--- config.mk ---
export PLATFORM = sky130hd
export DESIGN_NAME = lane_mem_arbiter_flat
export DESIGN_NICKNAME = d
export VERILOG_FILES = /design/src/rtl/lane_mem_arbiter_if.sv /design/src/rtl/lane_mem_arbiter.sv /design/src/flat_wrapper.sv
export SDC_FILE = /design/constraint.sdc
export NUM_CORES = 1
export LEC_CHECK = 0
export BUFFER_PORTS_ARGS = -buffer_cell sky130_fd_sc_hd__buf_2
export CAP_MARGIN = 20
export CORE_AREA = 2 2 402 404
export CTS_CLUSTER_SIZE = 24
export DETAILED_ROUTE_END_ITERATION = 8
export DIE_AREA = 0 0 404 406
export PLACE_DENSITY_LB_ADDON = 0.1
export SYNTH_ARGS = -nofsm -noshare
export SYNTH_HDL_FRONTEND = slang
export SYNTH_SLANG_ARGS = --single-unit
--- constraint.sdc ---
create_clock -name clock -period 6.1 [get_ports clock]
set_input_delay 0.61 -clock clock [delete_from_list [all_inputs] [get_ports clock]]
set_output_delay 0.61 -clock clock [all_outputs]
set_load 0.005 [all_outputs]
--- src/rtl/lane_mem_arbiter_if.sv ---
// Lane-side and memory-side bundles for lane_mem_arbiter.
// Lane fields are packed per lane, lane g at [W*g +: W].
interface lane_mem_arbiter_lane_if #(
   parameter int NUM_LANES     = 4,
   parameter int DATA_WIDTH    = 64,
   parameter int LOGSIZE_WIDTH = 3
);
   logic [NUM_LANES-1:0]               lane_a_valid;
   logic [NUM_LANES-1:0]               lane_a_ready;
   logic [DATA_WIDTH*NUM_LANES-1:0]    lane_a_address;
   logic [NUM_LANES-1:0]               lane_a_is_store;
   logic [LOGSIZE_WIDTH*NUM_LANES-1:0] lane_a_size;
   logic [DATA_WIDTH*NUM_LANES-1:0]    lane_a_data;
   logic [NUM_LANES-1:0]               lane_d_valid;
   logic [NUM_LANES-1:0]               lane_d_ready;
   logic [NUM_LANES-1:0]               lane_d_is_store;
   logic [LOGSIZE_WIDTH*NUM_LANES-1:0] lane_d_size;
   logic [DATA_WIDTH*NUM_LANES-1:0]    lane_d_data;

   modport master (
      output lane_a_valid, lane_a_address, lane_a_is_store,
      output lane_a_size, lane_a_data, lane_d_ready,
      input  lane_a_ready, lane_d_valid, lane_d_is_store,
      input  lane_d_size, lane_d_data
   );

   modport slave (
      input  lane_a_valid, lane_a_address, lane_a_is_store,
      input  lane_a_size, lane_a_data, lane_d_ready,
      output lane_a_ready, lane_d_valid, lane_d_is_store,
      output lane_d_size, lane_d_data
   );
endinterface

interface lane_mem_arbiter_mem_if #(
   parameter int NUM_LANES     = 4,
   parameter int DATA_WIDTH    = 64,
   parameter int LOGSIZE_WIDTH = 3
);
   localparam int SRC_W = $clog2(NUM_LANES);

   logic                     mem_a_valid;
   logic                     mem_a_ready;
   logic [DATA_WIDTH-1:0]    mem_a_address;
   logic                     mem_a_is_store;
   logic [LOGSIZE_WIDTH-1:0] mem_a_size;
   logic [DATA_WIDTH-1:0]    mem_a_data;
   logic [SRC_W-1:0]         mem_a_source;
   logic                     mem_d_valid;
   logic                     mem_d_ready;
   logic                     mem_d_is_store;
   logic [LOGSIZE_WIDTH-1:0] mem_d_size;
   logic [DATA_WIDTH-1:0]    mem_d_data;

   modport master (
      output mem_a_valid, mem_a_address, mem_a_is_store,
      output mem_a_size, mem_a_data, mem_a_source, mem_d_ready,
      input  mem_a_ready, mem_d_valid, mem_d_is_store,
      input  mem_d_size, mem_d_data
   );

   modport slave (
      input  mem_a_valid, mem_a_address, mem_a_is_store,
      input  mem_a_size, mem_a_data, mem_a_source, mem_d_ready,
      output mem_a_ready, mem_d_valid, mem_d_is_store,
      output mem_d_size, mem_d_data
   );
endinterface

--- src/rtl/lane_mem_arbiter.sv ---
// Round-robin arbiter sharing one in-order memory port among lanes,
// with an ID FIFO steering responses back to the requesting lane.
module lane_mem_arbiter #(
   parameter int NUM_LANES     = 4,
   parameter int DATA_WIDTH    = 64,
   parameter int LOGSIZE_WIDTH = 3,
   parameter int MAX_INFLIGHT  = 8
) (
   input  logic                               clock,
   input  logic                               reset_n,
   lane_mem_arbiter_lane_if.slave             lane,
   lane_mem_arbiter_mem_if.master             mem,
   output logic                               inflight,
   output logic [$clog2(MAX_INFLIGHT+1)-1:0]  outstanding,
   output logic                               protocol_error
);
   localparam int SRC_W = $clog2(NUM_LANES);
   localparam int PTR_W = $clog2(MAX_INFLIGHT);
   localparam int CNT_W = $clog2(MAX_INFLIGHT+1);

   typedef enum logic {IDLE, HOLD} state_t;

   state_t           state_q;
   logic [SRC_W-1:0] rr_q;
   logic [SRC_W-1:0] lock_q;
   logic [SRC_W-1:0] fifo_q [MAX_INFLIGHT];
   logic [PTR_W-1:0] wr_q;
   logic [PTR_W-1:0] rd_q;
   logic [CNT_W-1:0] cnt_q;
   logic [CNT_W-1:0] cnt_d;
   logic             err_q;

   logic             found;
   logic [SRC_W-1:0] scan;
   logic [SRC_W-1:0] cand;
   logic [SRC_W-1:0] grant;
   logic [SRC_W-1:0] head;
   logic             full;
   logic             empty;
   logic             req_v;
   logic             a_valid;
   logic             a_fire;
   logic             d_fire;
   int               idx;

   function automatic logic [SRC_W-1:0] nxt(input logic [SRC_W-1:0] g);
      return (g == SRC_W'(NUM_LANES-1)) ? '0 : g + 1'b1;
   endfunction

   // First valid lane at or after the round-robin pointer.
   always_comb begin
      found = 1'b0;
      scan  = rr_q;
      idx   = 0;
      cand  = '0;
      for (int i = 0; i < NUM_LANES; i++) begin
         idx = int'(rr_q) + i;
         if (idx >= NUM_LANES) idx = idx - NUM_LANES;
         cand = SRC_W'(idx);
         if (!found && lane.lane_a_valid[cand]) begin
            found = 1'b1;
            scan  = cand;
         end
      end
   end

   assign grant = (state_q == HOLD) ? lock_q : scan;
   assign full  = (cnt_q == CNT_W'(MAX_INFLIGHT));
   assign empty = (cnt_q == '0);
   assign head  = fifo_q[rd_q];

   assign req_v   = (state_q == HOLD) ? lane.lane_a_valid[lock_q] : found;
   assign a_valid = reset_n & ~full & req_v;
   assign a_fire  = a_valid & mem.mem_a_ready;

   assign mem.mem_a_valid    = a_valid;
   assign mem.mem_a_source   = grant;
   assign mem.mem_a_address  = lane.lane_a_address[DATA_WIDTH*grant +: DATA_WIDTH];
   assign mem.mem_a_data     = lane.lane_a_data[DATA_WIDTH*grant +: DATA_WIDTH];
   assign mem.mem_a_size     = lane.lane_a_size[LOGSIZE_WIDTH*grant +: LOGSIZE_WIDTH];
   assign mem.mem_a_is_store = lane.lane_a_is_store[grant];

   assign mem.mem_d_ready = ~empty & lane.lane_d_ready[head];
   assign d_fire          = mem.mem_d_valid & mem.mem_d_ready;

   always_comb begin
      lane.lane_a_ready = '0;
      lane.lane_d_valid = '0;
      for (int g = 0; g < NUM_LANES; g++) begin
         lane.lane_a_ready[g] = a_fire && (grant == SRC_W'(g));
         lane.lane_d_valid[g] = !empty && mem.mem_d_valid && (head == SRC_W'(g));
      end
   end

   assign lane.lane_d_is_store = {NUM_LANES{mem.mem_d_is_store}};
   assign lane.lane_d_size     = {NUM_LANES{mem.mem_d_size}};
   assign lane.lane_d_data     = {NUM_LANES{mem.mem_d_data}};

   always_comb begin
      cnt_d = cnt_q;
      if (a_fire && !d_fire) cnt_d = cnt_q + 1'b1;
      else if (!a_fire && d_fire) cnt_d = cnt_q - 1'b1;
   end

   always_ff @(posedge clock or negedge reset_n) begin
      if (!reset_n) begin
         state_q <= IDLE;
         rr_q    <= '0;
         lock_q  <= '0;
         wr_q    <= '0;
         rd_q    <= '0;
         cnt_q   <= '0;
         err_q   <= 1'b0;
      end else begin
         unique case (state_q)
            IDLE: begin
               if (a_fire) begin
                  rr_q <= nxt(grant);
               end else if (a_valid) begin
                  state_q <= HOLD;
                  lock_q  <= grant;
               end
            end
            HOLD: begin
               if (a_fire) begin
                  rr_q    <= nxt(lock_q);
                  state_q <= IDLE;
               end else if (!lane.lane_a_valid[lock_q]) begin
                  err_q   <= 1'b1;
                  state_q <= IDLE;
               end
            end
            default: state_q <= IDLE;
         endcase
         if (a_fire) wr_q <= wr_q + 1'b1;
         if (d_fire) rd_q <= rd_q + 1'b1;
         cnt_q <= cnt_d;
         if (mem.mem_d_valid && empty) err_q <= 1'b1;
      end
   end

   // Source IDs need no reset: the count gates every read.
   always_ff @(posedge clock) begin
      if (a_fire) fifo_q[wr_q] <= grant;
   end

   assign outstanding    = cnt_q;
   assign inflight       = ~empty;
   assign protocol_error = err_q;
endmodule

--- src/flat_wrapper.sv ---
// flat-port wrapper written by rule: the top's interface ports become plain ports
module lane_mem_arbiter_flat 
#(
   parameter int NUM_LANES     = 4,
   parameter int DATA_WIDTH    = 64,
   parameter int LOGSIZE_WIDTH = 3,
   parameter int MAX_INFLIGHT  = 8
)
  (clock, reset_n, inflight, outstanding, protocol_error, lane_lane_a_valid, lane_lane_a_address, lane_lane_a_is_store, lane_lane_a_size, lane_lane_a_data, lane_lane_d_ready, lane_lane_a_ready, lane_lane_d_valid, lane_lane_d_is_store, lane_lane_d_size, lane_lane_d_data, mem_mem_a_valid, mem_mem_a_address, mem_mem_a_is_store, mem_mem_a_size, mem_mem_a_data, mem_mem_a_source, mem_mem_d_ready, mem_mem_a_ready, mem_mem_d_valid, mem_mem_d_is_store, mem_mem_d_size, mem_mem_d_data);
  lane_mem_arbiter_lane_if #(.NUM_LANES(NUM_LANES), .DATA_WIDTH(DATA_WIDTH), .LOGSIZE_WIDTH(LOGSIZE_WIDTH)) lane_i ();
  lane_mem_arbiter_mem_if #(.NUM_LANES(NUM_LANES), .DATA_WIDTH(DATA_WIDTH), .LOGSIZE_WIDTH(LOGSIZE_WIDTH)) mem_i ();
  input  logic clock;
  input  logic reset_n;
  output logic inflight;
  output logic [$clog2(MAX_INFLIGHT+1)-1:0] outstanding;
  output logic protocol_error;
  input wire logic [$bits(lane_i.lane_a_valid)-1:0] lane_lane_a_valid;
  input wire logic [$bits(lane_i.lane_a_address)-1:0] lane_lane_a_address;
  input wire logic [$bits(lane_i.lane_a_is_store)-1:0] lane_lane_a_is_store;
  input wire logic [$bits(lane_i.lane_a_size)-1:0] lane_lane_a_size;
  input wire logic [$bits(lane_i.lane_a_data)-1:0] lane_lane_a_data;
  input wire logic [$bits(lane_i.lane_d_ready)-1:0] lane_lane_d_ready;
  output wire logic [$bits(lane_i.lane_a_ready)-1:0] lane_lane_a_ready;
  output wire logic [$bits(lane_i.lane_d_valid)-1:0] lane_lane_d_valid;
  output wire logic [$bits(lane_i.lane_d_is_store)-1:0] lane_lane_d_is_store;
  output wire logic [$bits(lane_i.lane_d_size)-1:0] lane_lane_d_size;
  output wire logic [$bits(lane_i.lane_d_data)-1:0] lane_lane_d_data;
  output wire logic [$bits(mem_i.mem_a_valid)-1:0] mem_mem_a_valid;
  output wire logic [$bits(mem_i.mem_a_address)-1:0] mem_mem_a_address;
  output wire logic [$bits(mem_i.mem_a_is_store)-1:0] mem_mem_a_is_store;
  output wire logic [$bits(mem_i.mem_a_size)-1:0] mem_mem_a_size;
  output wire logic [$bits(mem_i.mem_a_data)-1:0] mem_mem_a_data;
  output wire logic [$bits(mem_i.mem_a_source)-1:0] mem_mem_a_source;
  output wire logic [$bits(mem_i.mem_d_ready)-1:0] mem_mem_d_ready;
  input wire logic [$bits(mem_i.mem_a_ready)-1:0] mem_mem_a_ready;
  input wire logic [$bits(mem_i.mem_d_valid)-1:0] mem_mem_d_valid;
  input wire logic [$bits(mem_i.mem_d_is_store)-1:0] mem_mem_d_is_store;
  input wire logic [$bits(mem_i.mem_d_size)-1:0] mem_mem_d_size;
  input wire logic [$bits(mem_i.mem_d_data)-1:0] mem_mem_d_data;
  assign lane_i.lane_a_valid = lane_lane_a_valid;
  assign lane_i.lane_a_address = lane_lane_a_address;
  assign lane_i.lane_a_is_store = lane_lane_a_is_store;
  assign lane_i.lane_a_size = lane_lane_a_size;
  assign lane_i.lane_a_data = lane_lane_a_data;
  assign lane_i.lane_d_ready = lane_lane_d_ready;
  assign lane_lane_a_ready = lane_i.lane_a_ready;
  assign lane_lane_d_valid = lane_i.lane_d_valid;
  assign lane_lane_d_is_store = lane_i.lane_d_is_store;
  assign lane_lane_d_size = lane_i.lane_d_size;
  assign lane_lane_d_data = lane_i.lane_d_data;
  assign mem_mem_a_valid = mem_i.mem_a_valid;
  assign mem_mem_a_address = mem_i.mem_a_address;
  assign mem_mem_a_is_store = mem_i.mem_a_is_store;
  assign mem_mem_a_size = mem_i.mem_a_size;
  assign mem_mem_a_data = mem_i.mem_a_data;
  assign mem_mem_a_source = mem_i.mem_a_source;
  assign mem_mem_d_ready = mem_i.mem_d_ready;
  assign mem_i.mem_a_ready = mem_mem_a_ready;
  assign mem_i.mem_d_valid = mem_mem_d_valid;
  assign mem_i.mem_d_is_store = mem_mem_d_is_store;
  assign mem_i.mem_d_size = mem_mem_d_size;
  assign mem_i.mem_d_data = mem_mem_d_data;
  lane_mem_arbiter #(.NUM_LANES(NUM_LANES), .DATA_WIDTH(DATA_WIDTH), .LOGSIZE_WIDTH(LOGSIZE_WIDTH), .MAX_INFLIGHT(MAX_INFLIGHT)) u_core (.clock(clock), .reset_n(reset_n), .lane(lane_i), .mem(mem_i), .inflight(inflight), .outstanding(outstanding), .protocol_error(protocol_error));
endmodule
==> flow_summary.yaml, run 1 <==
finish:
  final_area_mm2: 0.01230
  synthToLayoutAreaGrowth_pct: 51.28
  layout-drive-gt1-share_pct: 58.41
  fin_util_pct: 7.704
  nets: 1885
  fill_cells: 18850
cts:
  clock_sinks: 32
  numCtsBuffers: 5
  clock_latency_ps: 290
  cts_resized: 0
  clk_pin_slew_ps: 60
  post-cts-setup-buffers: 0
  root_buffer: "clkbuf_16"
  ctsHoldBuffers: 0
  cts_tree: "yes"
  htree_levels: 2
  clock_path_buffers: 2
critical_path:
  cp_data_required_time_ps: 5490
  critical_path_class: "in2out"
  startpoint: "lane_lane_a_valid[2]"
  cp_data_arrival_time_ps: 3410
  worstPathMaxFanout: 45
  slowest_stage: "mux2i_1"
  worst_setup_path_start_kind: "input port"
  cpPeakStageDelay_ps: 630
  regToRegStartpoint: "u_core.rd_q[1]$_DFFE_PN0P_"
  path_buf_inv: 3
  endpoint_kind: "primary output"
  path_cells: "buf_2 > nand2b_1 > a21boi_1 > o32a_1 > a31o_4 > buf_12 > mux2i_1 > mux2i_1 > buf_2"
  path_delay_family: "multiplexers"
sta:
  finalWorstSetupSlack_ps: 2080
  fmax_ghz: 0.2488
  tightest_slew_ps: 809.5
  hold_violations: 0
  setup_viol: 0
  period_needed_ps: 4020
  final-max-slew-violation-count: 0
  slew_headroom_pct: 44.49
  final.setup.tns_ps: 0
  clock_skew_ps: 8.094
  rsz0062_at_grt: "false"
  fin_crit_sh_pct: 65.90
power:
  ir_drop_mv: 0.2664
  clkPwrFrac_pct: 4.5
  p_int_mw: 2.695
  cellLeakagePower_nw: 6.002
  power_density_mw_per_mm2: 472.0
  pwr-share-seq_pct: 7.5
  comb_power_share_pct: 88.0
  p_sw_share_pct: 53.57
  total_power_mw: 5.805
  p_sw_mw: 3.110
grt:
  grt_max_degree: 52
  antenna_found_initial: 32
  grt_pass1_vias: 8544
  track_usage_pct: 6.414
  grt_pass1_wl_mm: 73.19
  gr-total-overflow: 0
logic_synthesis:
  synth_seq_cells: 32
  synthCells: 869
  synth_flop_cell: "edfxtp_1"
  ys_seq_area_share_pct: 10.83
  yosysTopAreaCell: "mux2i_1"
  syn-cell-area_mm2: 0.008130
  syn_avg_cell_area_um2: 9.356
  netlist_top_cells_count: "398 x mux2i_1, 273 x buf_4, 39 x buf_2"
  ys_types: 50
  post-synth-top-count-cell: "mux2i_1"
  synth_edf_count: 16
  synth_top_area_share_pct: 49.00
  yosys_warnings: 0
  synth_area_leaders: "mux2i_1 49%, buf_4 25%, edfxtp_1 5.9%"
  async_flop_share_pct: 50.00
  syn_nets: 1488
run:
  maxCapViolations: 0
floorplanning:
  rows: 147
  coreArea_mm2: 0.1596
  die_w_um: 404
  initial_core_util_pct: 5.093
  die_area_mm2: 0.1640
  io_pins: 1030
  die_y_um: 406
detailed_routing:
  ant_nets: 0
  first_pass_iters: 4
  via_count: 7707
  routed_wl_mm: 56.50
  drc: 0
  vias_per_cell: 2.296
  first_iter_violations: 177
  wl_per_cell_um: 16.83
place:
  place_area_mm2: 0.01214
  place_hpwl_mm: 51.47
  gp_congestion: 0.8383
  preCtsSetupSlack_ps: 1995
  portBuffers: 689
status:
  status: "completed"
hold_path:
  hold_class: "in2async"
==> placed cells by master (no fill, tap or decap), drive strengths merged, types with 2 or more instances in the layout <==
cell	n
nand2b	4
buf	714
o21ai	2
mux2	11
inv	7
nand3	3
a21boi	2
ha	10
and3	4
mux2i	398
dfrtp	16
nor3	2
and4b	3
diode	4
nor4bb	2
nand2	10
mux4	6
clkinvlp	2
and2	6
nor2	10
a21oi	6
edfxtp	16
clkbuf	5
nor4	2
xnor2	6
o32a	2
and3b	2
xor2	2
==> registers in the layout, summed over array words and instances, names as in the netlist <==
register / cells
u_core.wr_q: 3
u_core.protocol_error: 1
u_core.rd_q: 3
u_core.rr_q: 2
u_core.outstanding: 4
u_core.fifo_q: 16
u_core.state_q: 1
u_core.lock_q: 2
==> cell families (layout without fill, tap and decap cells) <==
family,Yosys count,in the layout,share of synthesized area [%]
AOI/OAI and AO/OA,19,19,1.631
other,0,4,0
and+or+nand+nor,53,53,3.848
DFF,32,32,10.83
adders and majority gates,11,11,1.785
buffers and inverters,331,729,28.58
xor gates and xnor gates,8,8,0.8618
muxes,415,415,52.46
==> path summary, 6_finish.rpt <==
path,to,slack (ps),cells past startpoint
worst max-delay path,mem_mem_a_data[23],2080,9
worst min-delay path,u_core.wr_q[1]$_DFFE_PN0P_,270,1
worst max register to register,u_core.outstanding[3]$_DFFE_PN0P_,2650,12
worst min register to register,u_core.protocol_error$_DFFE_PN0P_,490,2
max in group asynchronous,u_core.rd_q[0]$_DFFE_PN0P_,5510,1
min in group clock,u_core.protocol_error$_DFFE_PN0P_,490,2
==> power by group through the flow <==
stage / Sequential (mW) / Clock (mW) / Combinational [mW]
6_report: 0.433 / 0.262 / 5.11
4_1_cts: 0.439 / 0.275 / 5.41
2_1_floorplan: 0.378 / 0 / 3.08
5_1_grt: 0.451 / 0.283 / 5.59
3_5_place_dp: 0.442 / 0 / 5.40
3_3_place_gp: 0.446 / 0 / 5.37
==> routing by layer <==
layer  track usage (%)  wire length [µm]  vias to the layer above
met4            0.4255               305                       34
met3             2.672              5643                       49
met2             11.35             28370                      521
met1             7.469             21960                     3483
met5                 0               223                        -
li1                  -                 -                     3620
==> stage by stage <==
stage	std cells	hold slack, ps
finish	3357	271.8
global route	3354	297.6
CTS	3353	281.5
detailed placement	3345	482.9
global placement	3345	480.1
floorplan	869	314.4
==> final cells by class <==
type	count	area, µm²	share of cell area (%)
well taps	2086	2610	21.22
inverters	7	26.28	0.2136
clock buffers	5	125.1	1.017
clock inverters	3	23.77	0.1933
diodes	4	10.01	0.08138
flip-flops and latches	32	880.8	7.162
repair buffers	714	3674	29.87
multi-input cells	506	4950	40.24
Power figures use the tool's default switching activity.
==> inputs of run 2 (changes only) <==
==> constraint.sdc (replaced) <==
create_clock -name clock -period 3.7 [get_ports clock]
set_input_delay 0.37 -clock clock [delete_from_list [all_inputs] [get_ports clock]]
set_output_delay 0.37 -clock clock [all_outputs]
set_load 0.005 [all_outputs]
==> run 2 against run 1 <==
Compared with the run above: clock-buffer cell count increased by 2; critical path type is now reg2reg; via count rose by 0.58%; sequential power is 62% higher; power up 70%; flip-flop and latch count stayed put; global-route usage is 0.14 points lower; cell area is 1.8% higher.
==> flow_summary.yaml, run 2 (synthesis gave the netlist of run 1 again) <==
floorplanning:
  rows: 147
  coreArea_mm2: 0.1596
  die_y_um: 406
  io_pins: 1030
  die_area_mm2: 0.1640
  die_w_um: 404
  initial_core_util_pct: 5.093
cts:
  cts_tree: "yes"
  clk_pin_slew_ps: 50
  htree_levels: 2
  cts_resized: 0
  numCtsBuffers: 5
  clock_sinks: 32
  root_buffer: "clkbuf_16"
  post-cts-setup-buffers: 0
  clock_latency_ps: 290
  ctsHoldBuffers: 0
  clock_path_buffers: 2
sta:
  slew_headroom_pct: 53.53
  final-max-slew-violation-count: 0
  finalWorstSetupSlack_ps: 283.4
  whs_ps: 44.80
  tightest_slew_ps: 677.7
  setup_viol: 0
  rsz0062_at_grt: "false"
  fmax_ghz: 0.2927
  fin_crit_sh_pct: 92.34
  clock_skew_ps: 9.432
  period_needed_ps: 3417
  final.setup.tns_ps: 0
  hold_violations: 0
finish:
  nets: 1904
  synthToLayoutAreaGrowth_pct: 53.94
  final_area_mm2: 0.01252
  finalNonFillerCells: 3377
  fin_util_pct: 7.840
  final_cell_mix: "687 x buf_2, 397 x mux2i_1, 37 x buf_4"
  top_register: "u_core.fifo_q"
  final_common_cell: "buf_2"
  layout-drive-gt1-share_pct: 58.86
  largest_register_ffs: 16
critical_path:
  r2r_slack_ps: 280
  critical_path_class: "reg2reg"
  path_buf_inv: 1
  path_delay_family: "multiplexers"
  cpPeakStageDelay_ps: 540
  worstPathMaxFanout: 8
  endpoint_kind: "flip-flop"
  path_cells: "mux2_1 > mux4_2 > mux4_2 > nand2_4 > ha_1 > inv_1 > ha_1 > a21o_1 > a21oi_1 > xnor2_1 > nor2_1 > xor2_1"
  worst_setup_path_start_kind: "flip-flop"
  cp_data_required_time_ps: 3870
  slowest_stage: "dfrtp_1"
  cp_data_arrival_time_ps: 3590
place:
  place_area_mm2: 0.01236
  gp_congestion: 0.8189
  dp_cells: 3364
  portBuffers: 689
  place_hpwl_mm: 51.06
  preCtsSetupSlack_ps: 286.5
grt:
  grt_max_degree: 54
  gr-total-overflow: 0
  antenna_found_initial: 42
  grt_pass1_wl_mm: 71.26
  track_usage_pct: 6.274
  grt_pass1_vias: 8281
detailed_routing:
  first_pass_iters: 4
  first_iter_violations: 251
  routed_wl_mm: 55.97
  via_count: 7752
  ant_nets: 0
  vias_per_cell: 2.296
  wl_per_cell_um: 16.57
  drc: 0
power:
  total_power_mw: 9.877
  cellLeakagePower_nw: 6.121
  ir_drop_mv: 0.3546
  power_density_mw_per_mm2: 789.1
run:
  maxCapViolations: 0
hold_path:
  hold_class: "in2async"
status:
  status: "completed"
run 2: final timing paths:
| kind | start | to | cells after the start |
|---|---|---|---|
| worst min register to register | u_core.protocol_error$_DFFE_PN0P_ | u_core.protocol_error$_DFFE_PN0P_ | 2 |
| max in group asynchronous | reset_n | u_core.wr_q[0]$_DFFE_PN0P_ | 2 |
| worst max-delay path | u_core.rd_q[1]$_DFFE_PN0P_ | u_core.outstanding[3]$_DFFE_PN0P_ | 12 |
| worst min-delay path | reset_n | u_core.outstanding[1]$_DFFE_PN0P_ | 2 |
| worst max register to register | u_core.rd_q[1]$_DFFE_PN0P_ | u_core.outstanding[3]$_DFFE_PN0P_ | 12 |
| min in group clock | mem_mem_d_valid | u_core.protocol_error$_DFFE_PN0P_ | 3 |
run 2: power breakdown:
part           internal, mW  leakage, nW  total (mW)  switching, mW
combinational          3.98         5.72        8.77           4.79
clock                 0.247       0.0656       0.406          0.158
sequential            0.519        0.332       0.702          0.183
total                  4.74         6.12        9.88           5.13
run 2: layer usage:
layer,routed length (µm),vias up,GRT usage (%)
met5,282,-,0
met4,384,42,0.5957
met1,21250,3472,7.087
met2,27800,527,10.94
met3,6261,61,3.073
li1,-,3650,-
run 2: final cells by class:
class	count	area (µm²)
fillers	18830	147100
inverters	7	26.28
clock buffers	7	132.6
flip-flops and latches	32	880.8
diodes	5	12.51
well taps	2086	2610
clock inverters	1	3.754
multi-input cells	506	4954
repair buffers	733	3896
